<file path="config.mk">
export PLATFORM = sky130hd
export DESIGN_NAME = mvu_pe_acc_flat
export DESIGN_NICKNAME = d
export VERILOG_FILES = /design/src/rtl/mvu_pe_acc_if.sv /design/src/rtl/mvu_pe_acc.sv /design/src/flat_wrapper.sv
export SDC_FILE = /design/constraint.sdc
export NUM_CORES = 1
export LEC_CHECK = 0
export ABC_AREA = 0
export BUFFER_PORTS_ARGS = -buffer_cell sky130_fd_sc_hd__buf_2
export CORE_ASPECT_RATIO = 1.4
export CORE_UTILIZATION = 55
export CTS_CLUSTER_DIAMETER = 30
export CTS_CLUSTER_SIZE = 8
export DETAILED_ROUTE_END_ITERATION = 7
export PLACE_DENSITY = 0.77
export SYNTH_ARGS = -nofsm -noshare
export SYNTH_HDL_FRONTEND = slang
export SYNTH_SLANG_ARGS = --single-unit
</file>
<file path="constraint.sdc">
create_clock -name clk -period 3.6 [get_ports clk]
set_clock_uncertainty 0.15 [all_clocks]
set_input_delay 0.18 -clock clk [delete_from_list [all_inputs] [get_ports clk]]
set_output_delay 0.18 -clock clk [all_outputs]
set_load 0.01 [all_outputs]
</file>
<file path="src/rtl/mvu_pe_acc_if.sv">
// Beat/result bus between the SIMD multiplier lanes and the per-PE accumulator.
// The master drives the product beats; the slave returns the completed dot product.
interface mvu_pe_acc_if #(
  parameter int SIMD = 2,
  parameter int TO   = 8,
  parameter int TA   = 16
) ();

  logic                 in_v;
  logic [SIMD*TO-1:0]   in_prod;
  logic                 out_v;
  logic [TA-1:0]        out;

  modport master (
    output in_v,
    output in_prod,
    input  out_v,
    input  out
  );

  modport slave (
    input  in_v,
    input  in_prod,
    output out_v,
    output out
  );

endinterface

</file>
<file path="src/rtl/mvu_pe_acc.sv">
// Per-PE reduction: registered adder tree over the SIMD lanes, then a synapse-fold
// accumulator that emits one TA-bit dot product every SF valid beats.
module mvu_pe_acc #(
  parameter int SIMD = 2,
  parameter int TO   = 8,
  parameter int TA   = 16,
  parameter int SF   = 4
) (
  input  logic         clk,
  input  logic         rst,
  mvu_pe_acc_if.slave  bus
);

  localparam int P  = 1 << $clog2(SIMD);
  localparam int CW = (SF > 1) ? $clog2(SF) : 1;
  localparam logic [CW-1:0] CNT_LAST = CW'(SF - 1);

  logic [TA-1:0] tree [2*P-1];
  logic [TA-1:0] sum_q;
  logic          sum_v;
  logic [TA-1:0] acc;
  logic [TA-1:0] acc_next;
  logic [CW-1:0] cnt;
  logic [TA-1:0] out_q;
  logic          out_v_q;

  // Heap-ordered pairwise tree: leaves at P-1.., root at 0. Lanes are masked
  // by in_v so idle (possibly undriven) products never reach the registers.
  always_comb begin
    for (int n = 0; n < 2*P-1; n++) begin
      tree[n] = '0;
    end
    for (int i = 0; i < SIMD; i++) begin
      tree[P-1+i] = bus.in_v ? TA'(bus.in_prod[i*TO +: TO]) : '0;
    end
    for (int k = P-2; k >= 0; k--) begin
      tree[k] = tree[2*k+1] + tree[2*k+2];
    end
  end

  always_ff @(posedge clk) begin
    if (!rst) begin
      sum_q <= '0;
      sum_v <= 1'b0;
    end else begin
      sum_q <= tree[0];
      sum_v <= bus.in_v;
    end
  end

  // Beat 0 of a row loads instead of adding, so the previous row never leaks in.
  always_comb begin
    acc_next = (cnt == '0) ? sum_q : acc + sum_q;
  end

  always_ff @(posedge clk) begin
    if (!rst) begin
      acc     <= '0;
      cnt     <= '0;
      out_q   <= '0;
      out_v_q <= 1'b0;
    end else begin
      out_v_q <= 1'b0;
      if (sum_v) begin
        acc <= acc_next;
        if (cnt == CNT_LAST) begin
          cnt     <= '0;
          out_q   <= acc_next;
          out_v_q <= 1'b1;
        end else begin
          cnt <= cnt + 1'b1;
        end
      end
    end
  end

  assign bus.out   = out_q;
  assign bus.out_v = out_v_q;

endmodule

</file>
<file path="src/flat_wrapper.sv">
// flat-port wrapper written by rule: the top's interface ports become plain ports
module mvu_pe_acc_flat 
#(
  parameter int SIMD = 2,
  parameter int TO   = 8,
  parameter int TA   = 16,
  parameter int SF   = 4
)
  (clk, rst, bus_in_v, bus_in_prod, bus_out_v, bus_out);
  mvu_pe_acc_if #(.SIMD(SIMD), .TO(TO), .TA(TA)) bus_i ();
  input  logic clk;
  input  logic rst;
  input wire logic [$bits(bus_i.in_v)-1:0] bus_in_v;
  input wire logic [$bits(bus_i.in_prod)-1:0] bus_in_prod;
  output wire logic [$bits(bus_i.out_v)-1:0] bus_out_v;
  output wire logic [$bits(bus_i.out)-1:0] bus_out;
  assign bus_i.in_v = bus_in_v;
  assign bus_i.in_prod = bus_in_prod;
  assign bus_out_v = bus_i.out_v;
  assign bus_out = bus_i.out;
  mvu_pe_acc #(.SIMD(SIMD), .TO(TO), .TA(TA), .SF(SF)) u_core (.clk(clk), .rst(rst), .bus(bus_i));
endmodule
</file>
==> results.yml, run 1 <==
synthesis:
  yosys_warnings: 0
  yosys-mux-area-fraction: 0.0358
  synthAdderAreaFrac: 0.110
  synth_xor_area_frac: 0.0591
  yosysTopAreaCell: "dfxtp_1"
  synth_common_cells: "dfxtp_1 (45), a21oi_1 (25), and2_1 (23), nor2_1 (23), ha_1 (19)"
  ys_seq_area_frac: 0.358
  synth_area_per_cell_um2: 8.93
  yosysMostFrequentCell: "dfxtp_1"
  syn_area_um2: 2520
  synth_top_area_frac: 0.358
  ys_seq_elements: 45
  synth_top_family_by_area: "compound AO/OA/AOI/OAI gates"
  synthFlopType: "dfxtp_1"
  syn_inst: 282
  synth-compound-area-share: 0.226
  syn_nets: 322
  synth-simple-area-share: 0.174
  synth.area.top_cells: "dfxtp_1 (36%), ha_1 (9.4%), and2_1 (5.7%), a21oi_1 (5.0%), mux2i_1 (3.6%)"
  synth_edf_count: 0
  ys_types: 49
  async_flop_share: 0
routing:
  drt-total-wl_um: 4930
  route.detailed.drc: 0
  viasPerCell: 5.63
  dr.pass1.iters: 4
  routedWlPerCell_um: 13.1
  via_count: 2113
  ant_nets: 0
  drt_iter0_drc: 30
die:
  fp-row-count: 28
  die_w_um: 59.2
  ios: 36
  initial_utilization: 0.584
  core_um2: 4310
  die-area_um2: 4860
  die_height_um: 82.1
timing:
  rsz0062_at_grt: "false"
  tns_ns: 0
  finalHoldViolCount: 0
  tightest_slew_ns: 0.636
  post-route-min-period_ns: 2.55
  slew_violations: 0
  timing.slew.headroom: 0.575
  finalSetupViolCount: 0
  finalCritPeriodShare: 0.708
  fmax_mhz: 392
placement:
  dpl.cell_count: 367
  dp_hpwl_um: 3830
  numPortBuffers: 35
  placed_cell_area_um2: 2720
  globalplace.congestion: 0.937
cells_and_area:
  final_net_count: 354
  final_cells: 375
  nFillCells: 400
  drive_above_1_share: 0.171
  final_area_um2: 2820
  antenna_cells: 0
  area_growth_pct: 12.0
clock_network:
  cts_buffers: 5
  clk_latency_ns: 0.30
  cts_resized: 0
  cts_buffer_depth: 2
  clkTransAtPathRegs_ns: 0.08
  h-tree-depth: 2
  cts-hold-fix-buffers: 0
  cts_tree: "built"
  root_buffer: "clkbuf_8"
  post_cts_buffers: 0
  cts.sinks: 45
critical_path:
  crit_path_max_fanout: 5
  setup.worst_path.start_class: "flop"
  end_kind: "flop"
  cp_data_arrival_time_ns: 2.60
  worstPathRequired_ns: 3.65
  path_class: "reg2reg"
global_route:
  grt_use_total: 0.229
  grt_pass1_vias: 2084
  grt_antenna_before_repair: 0
  grt_pass1_wl_um: 8380
  grt_max_degree: 27
  overflow: 0
run:
  cap_violations: 0
pwr:
  p_per_area_nw_per_um2: 363
  vdd_drop_max_mv: 0.195
  power.leakage_nw: 1.28
min_path:
  hold_path.class: "in2reg"
outcome:
  status: "complete, no violations"
## power by group
part | switching (W) | internal [W] | leakage [nW]
clock network | 0.000164 | 0.000173 | 0.0542
registers | 0.0000111 | 0.000514 | 0.366
logic | 0.0000910 | 0.0000686 | 0.859
## flip-flops by register name, summed over array words and instances (netlist names)
name and cells:
u_core.sum_v 1, u_core.sum_q 9, u_core.bus.out 16, u_core.bus.out_v 1
u_core.cnt 2, u_core.acc 16
## metrics by stage
step	util	power [W]	setup slack [ns]	hold slack, ns
4_1_cts	0.655	0.00103	1.04	0.100
3_5_place_dp	0.631	0.000698	1.06	0.309
5_1_grt	0.655	0.00108	0.873	0.107
2_1_floorplan	-	0.000659	1.18	0.152
3_3_place_gp	0.631	0.000691	1.10	0.306
6_report	0.655	0.00102	1.05	0.104
## layout make-up
| class | count | area, µm² | share of cell area |
|---|---|---|---|
| clock buffer | 7 | 96.3 | 0.0341 |
| inverter | 6 | 22.5 | 0.00798 |
| multi-input combinational | 218 | 1520 | 0.540 |
| clock inverter | 1 | 5.00 | 0.00177 |
| sequential | 45 | 901 | 0.319 |
| timing repair buffer | 38 | 198 | 0.0701 |
| tap | 60 | 75.1 | 0.0266 |
## routing by layer
| metal | routed length [µm] | track usage | share of wire |
|---|---|---|---|
| met4 | 227 | 0.164 | 0.046 |
| met1 | 1890 | 0.214 | 0.38 |
| met2 | 2670 | 0.431 | 0.54 |
| met3 | 145 | 0.0457 | 0.029 |
| met5 | 0 | 0 | 0 |
## placed cells by master, fill, tap and decap left out, types with 2 or more instances in the layout
cell type,synthesis,layout
dfxtp_1,45,45
buf_2,0,35
a21oi_1,25,25
and2_1,23,23
nor2_1,23,23
ha_1,19,19
nand2_1,16,16
o21ai_0,15,15
xnor2_1,10,10
mux2i_1,9,9
a22o_1,7,7
xor2_1,7,7
clkbuf_8,0,7
inv_1,6,6
a211oi_1,6,6
o211ai_1,5,5
o21ai_1,4,4
a21o_1,4,4
nor3_1,4,4
nor2b_1,4,4
o21a_1,3,3
buf_4,0,3
a21o_2,2,2
nor3b_1,2,2
nand3b_1,2,2
or3_1,2,2
o41ai_1,2,2
a31oi_1,2,2
o31ai_1,2,2
fa_1,2,2
## path summary, 6_finish.rpt
check | startpoint | end | slack, ns | depth (start not counted)
worst max-delay path | u_core.acc[0] | u_core.bus.out[12] | 1.05 | 8
worst min register to register | u_core.bus.out[14] | u_core.bus.out[14] | 0.32 | 1
worst max register to register | u_core.acc[0] | u_core.bus.out[12] | 1.05 | 8
worst min-delay path | bus_in_v | u_core.sum_v | 0.10 | 2
## worst max-delay path, stage by stage, from the launching register on
cell and delay, ns:
dfxtp_1 0.32, ha_1 0.22, fa_1 0.44, a211oi_2 0.23, o21ai_1 0.14, a221o_2 0.39
and4_4 0.22, xor2_1 0.14, a22o_1 0.19
## logic make-up after synthesis
family / after synthesis
compound gates: 87
simple gates: 84
flops: 45
fa+ha+maj: 21
buf+inv: 19
xor+xnor: 17
mux: 9
Power figures use the tool's default switching activity.
==> run 2: changes to the inputs <==
--- a/config.mk
+++ b/config.mk
@@ -5,14 +5,14 @@
 export SDC_FILE = /design/constraint.sdc
 export NUM_CORES = 1
 export LEC_CHECK = 0
-export ABC_AREA = 0
+export ABC_AREA = 1
 export BUFFER_PORTS_ARGS = -buffer_cell sky130_fd_sc_hd__buf_2
 export CORE_ASPECT_RATIO = 1.4
 export CORE_UTILIZATION = 55
 export CTS_CLUSTER_DIAMETER = 30
 export CTS_CLUSTER_SIZE = 8
 export DETAILED_ROUTE_END_ITERATION = 7
-export PLACE_DENSITY = 0.77
+export PLACE_DENSITY = 0.76
 export SYNTH_ARGS = -nofsm -noshare
 export SYNTH_HDL_FRONTEND = slang
 export SYNTH_SLANG_ARGS = --single-unit
==> constraint.sdc (replaced) <==
create_clock -name clk -period 2.4 [get_ports clk]
set_clock_uncertainty 0.15 [all_clocks]
set_input_delay 0.12 -clock clk [delete_from_list [all_inputs] [get_ports clk]]
set_output_delay 0.12 -clock clk [all_outputs]
set_load 0.01 [all_outputs]
==> results.yml, run 2 <==
synthesis:
  yosysTopAreaCell: "dfxtp_1"
  synth_xor_area_frac: 0.00315
  synth-compound-area-share: 0.133
  yosysMostFrequentCell: "nand2_1"
  yosys_warnings: 0
  synth.area.top_cells: "dfxtp_1 (32%), nand2_1 (16%), inv_1 (10%), ha_1 (8.5%), nand3_1 (5.6%)"
  syn_nets: 461
  synth_top_family_by_area: "simple AND/OR/NAND/NOR gates"
  synth_area_per_cell_um2: 6.61
  async_flop_share: 0
  synth-simple-area-share: 0.304
  synth_top_area_frac: 0.324
  syn_inst: 421
  synthFlopType: "dfxtp_1"
  synthAdderAreaFrac: 0.0999
  syn_area_um2: 2780
  synth_common_cells: "nand2_1 (118), inv_1 (76), dfxtp_1 (45)"
  ys_seq_elements: 45
  synth_edf_count: 0
  yosys-mux-area-fraction: 0.00720
  ys_seq_area_frac: 0.324
  ys_types: 33
timing:
  finalCritPeriodShare: 0.862
  tightest_slew_ns: 0.432
  fmax_mhz: 483
  post-route-min-period_ns: 2.07
  tns_ns: 0
  finalHoldViolCount: 0
  rsz0062_at_grt: "false"
  finalSetupViolCount: 0
  slew_violations: 0
  layout_setup_ws_ns: 0.331
  timing.slew.headroom: 0.712
pwr:
  p_per_area_nw_per_um2: 540
  fin_total_pwr_w: 0.00169
  vdd_drop_max_mv: 0.348
  power.leakage_nw: 1.80
die:
  core_um2: 4840
  die_height_um: 86.1
  ios: 36
  die_w_um: 62.1
  initial_utilization: 0.574
  die-area_um2: 5350
  fp-row-count: 30
critical_path:
  crit_path_max_fanout: 3
  path_class: "reg2reg"
  end_kind: "flop"
  worstPathRequired_ns: 2.50
  setup.worst_path.start_class: "flop"
  cp_data_arrival_time_ns: 2.17
clock_network:
  h-tree-depth: 2
  post_cts_buffers: 0
  cts_buffers: 5
  cts_tree: "built"
  cts.sinks: 45
  cts-hold-fix-buffers: 0
  root_buffer: "clkbuf_8"
  cts_buffer_depth: 2
  clkTransAtPathRegs_ns: 0.08
  clk_latency_ns: 0.30
  cts_resized: 0
placement:
  numPortBuffers: 35
  dpl.cell_count: 514
  dp_worst_setup_slack_ns: 0.335
  dp_hpwl_um: 4610
  globalplace.congestion: 0.912
cells_and_area:
  final_cell_mix: "nand2_1 (118), inv_1 (76), dfxtp_1 (45), buf_2 (35), nand3_1 (31)"
  final_net_count: 497
  drive_above_1_share: 0.127
  nFillCells: 455
  final_cells: 522
  area_growth_pct: 12.4
  antenna_cells: 0
  mostFrequentLayoutCell: "nand2_1"
routing:
  wl_met3_um: 174
  route.top_layer_used: "met4"
  dr.pass1.iters: 4
  route.detailed.drc: 0
  routedWlPerCell_um: 11.3
  drt_iter0_drc: 196
  drt-met1-wl_um: 2480
  drt-total-wl_um: 5920
  via_count: 2640
  viasPerCell: 5.06
  ant_nets: 0
  wl_met2_um: 3140
global_route:
  grt_pass1_vias: 2392
  grt_pass1_wl_um: 10100
  grt_antenna_before_repair: 0
  overflow: 0
  grt_max_degree: 32
  grt_use_total: 0.239
min_path:
  hold_path.class: "in2reg"
run:
  cap_violations: 0
outcome:
  status: "complete, no violations"
[run 2: cell count changes in the layout (fill, tap and decap cells not counted), moves of 7 or more]
cell	previous run	this run
xor2_1	7	0
inv_1	6	76
o21ai_0	15	24
mux2i_1	9	2
nand2_1	16	118
and2_1	23	0
nand3_1	1	31
xnor2_1	10	1
[run 2: cells by family after synthesis]
| group | after synthesis |
|---|---|
| buffers and inverters | 89 |
| flip-flops | 45 |
| AO/OA/AOI/OAI | 67 |
| adder cells (fa/ha/maj) | 21 |
| AND/OR/NAND/NOR | 196 |
| XOR/XNOR | 1 |
| multiplexers | 2 |
[run 2: path summary, 6_finish.rpt]
check	startpoint	to	slack (ns)	cells past startpoint
min reg2reg	u_core.bus.out[11]	u_core.bus.out[11]	0.31	2
max	u_core.acc[0]	u_core.acc[4]	0.33	8
max reg2reg	u_core.acc[0]	u_core.acc[4]	0.33	8
min	bus_in_v	u_core.sum_v	0.004	3
[run 2: where the power goes]
group          internal [W]  switching [W]
Sequential         0.000780      0.0000258
Clock              0.000339       0.000251
Combinational      0.000111       0.000181
[run 2: per-layer routing]
layer | global-route usage | up-vias
met1 | 0.251 | 1175
met5 | 0 | -
met3 | 0.0293 | 10
met2 | 0.467 | 56
met4 | 0.108 | 0
li1 | - | 1399
[run 2: worst max-delay path: stages (launching register included)]
cell	delay (ns)
dfxtp_1	0.32
ha_1	0.21
fa_1	0.41
nand3_1	0.10
nand3_1	0.13
xnor2_1	0.17
o21ai_0	0.32
o21ai_0	0.13
inv_1	0.07
[run 2: final cells by class]
type,instances,area (µm²),share of cell area
Multi-Input combinational cell,287,1520,0.487
Sequential cell,45,901,0.288
Inverter,78,293,0.0937
Timing Repair Buffer,40,213,0.0681
Clock buffer,7,86.3,0.0276
Tap cell,64,80.1,0.0256
Clock inverter,1,30.0,0.00961
[run 2: through the flow]
stage	hold slack (ns)	utilization	cell area, µm²
2_1_floorplan	0.108	-	2780
3_3_place_gp	0.286	0.621	3010
3_5_place_dp	0.290	0.621	3010
4_1_cts	0.00618	0.645	3130
5_1_grt	0.0525	0.645	3130
6_report	0.00448	0.645	3130
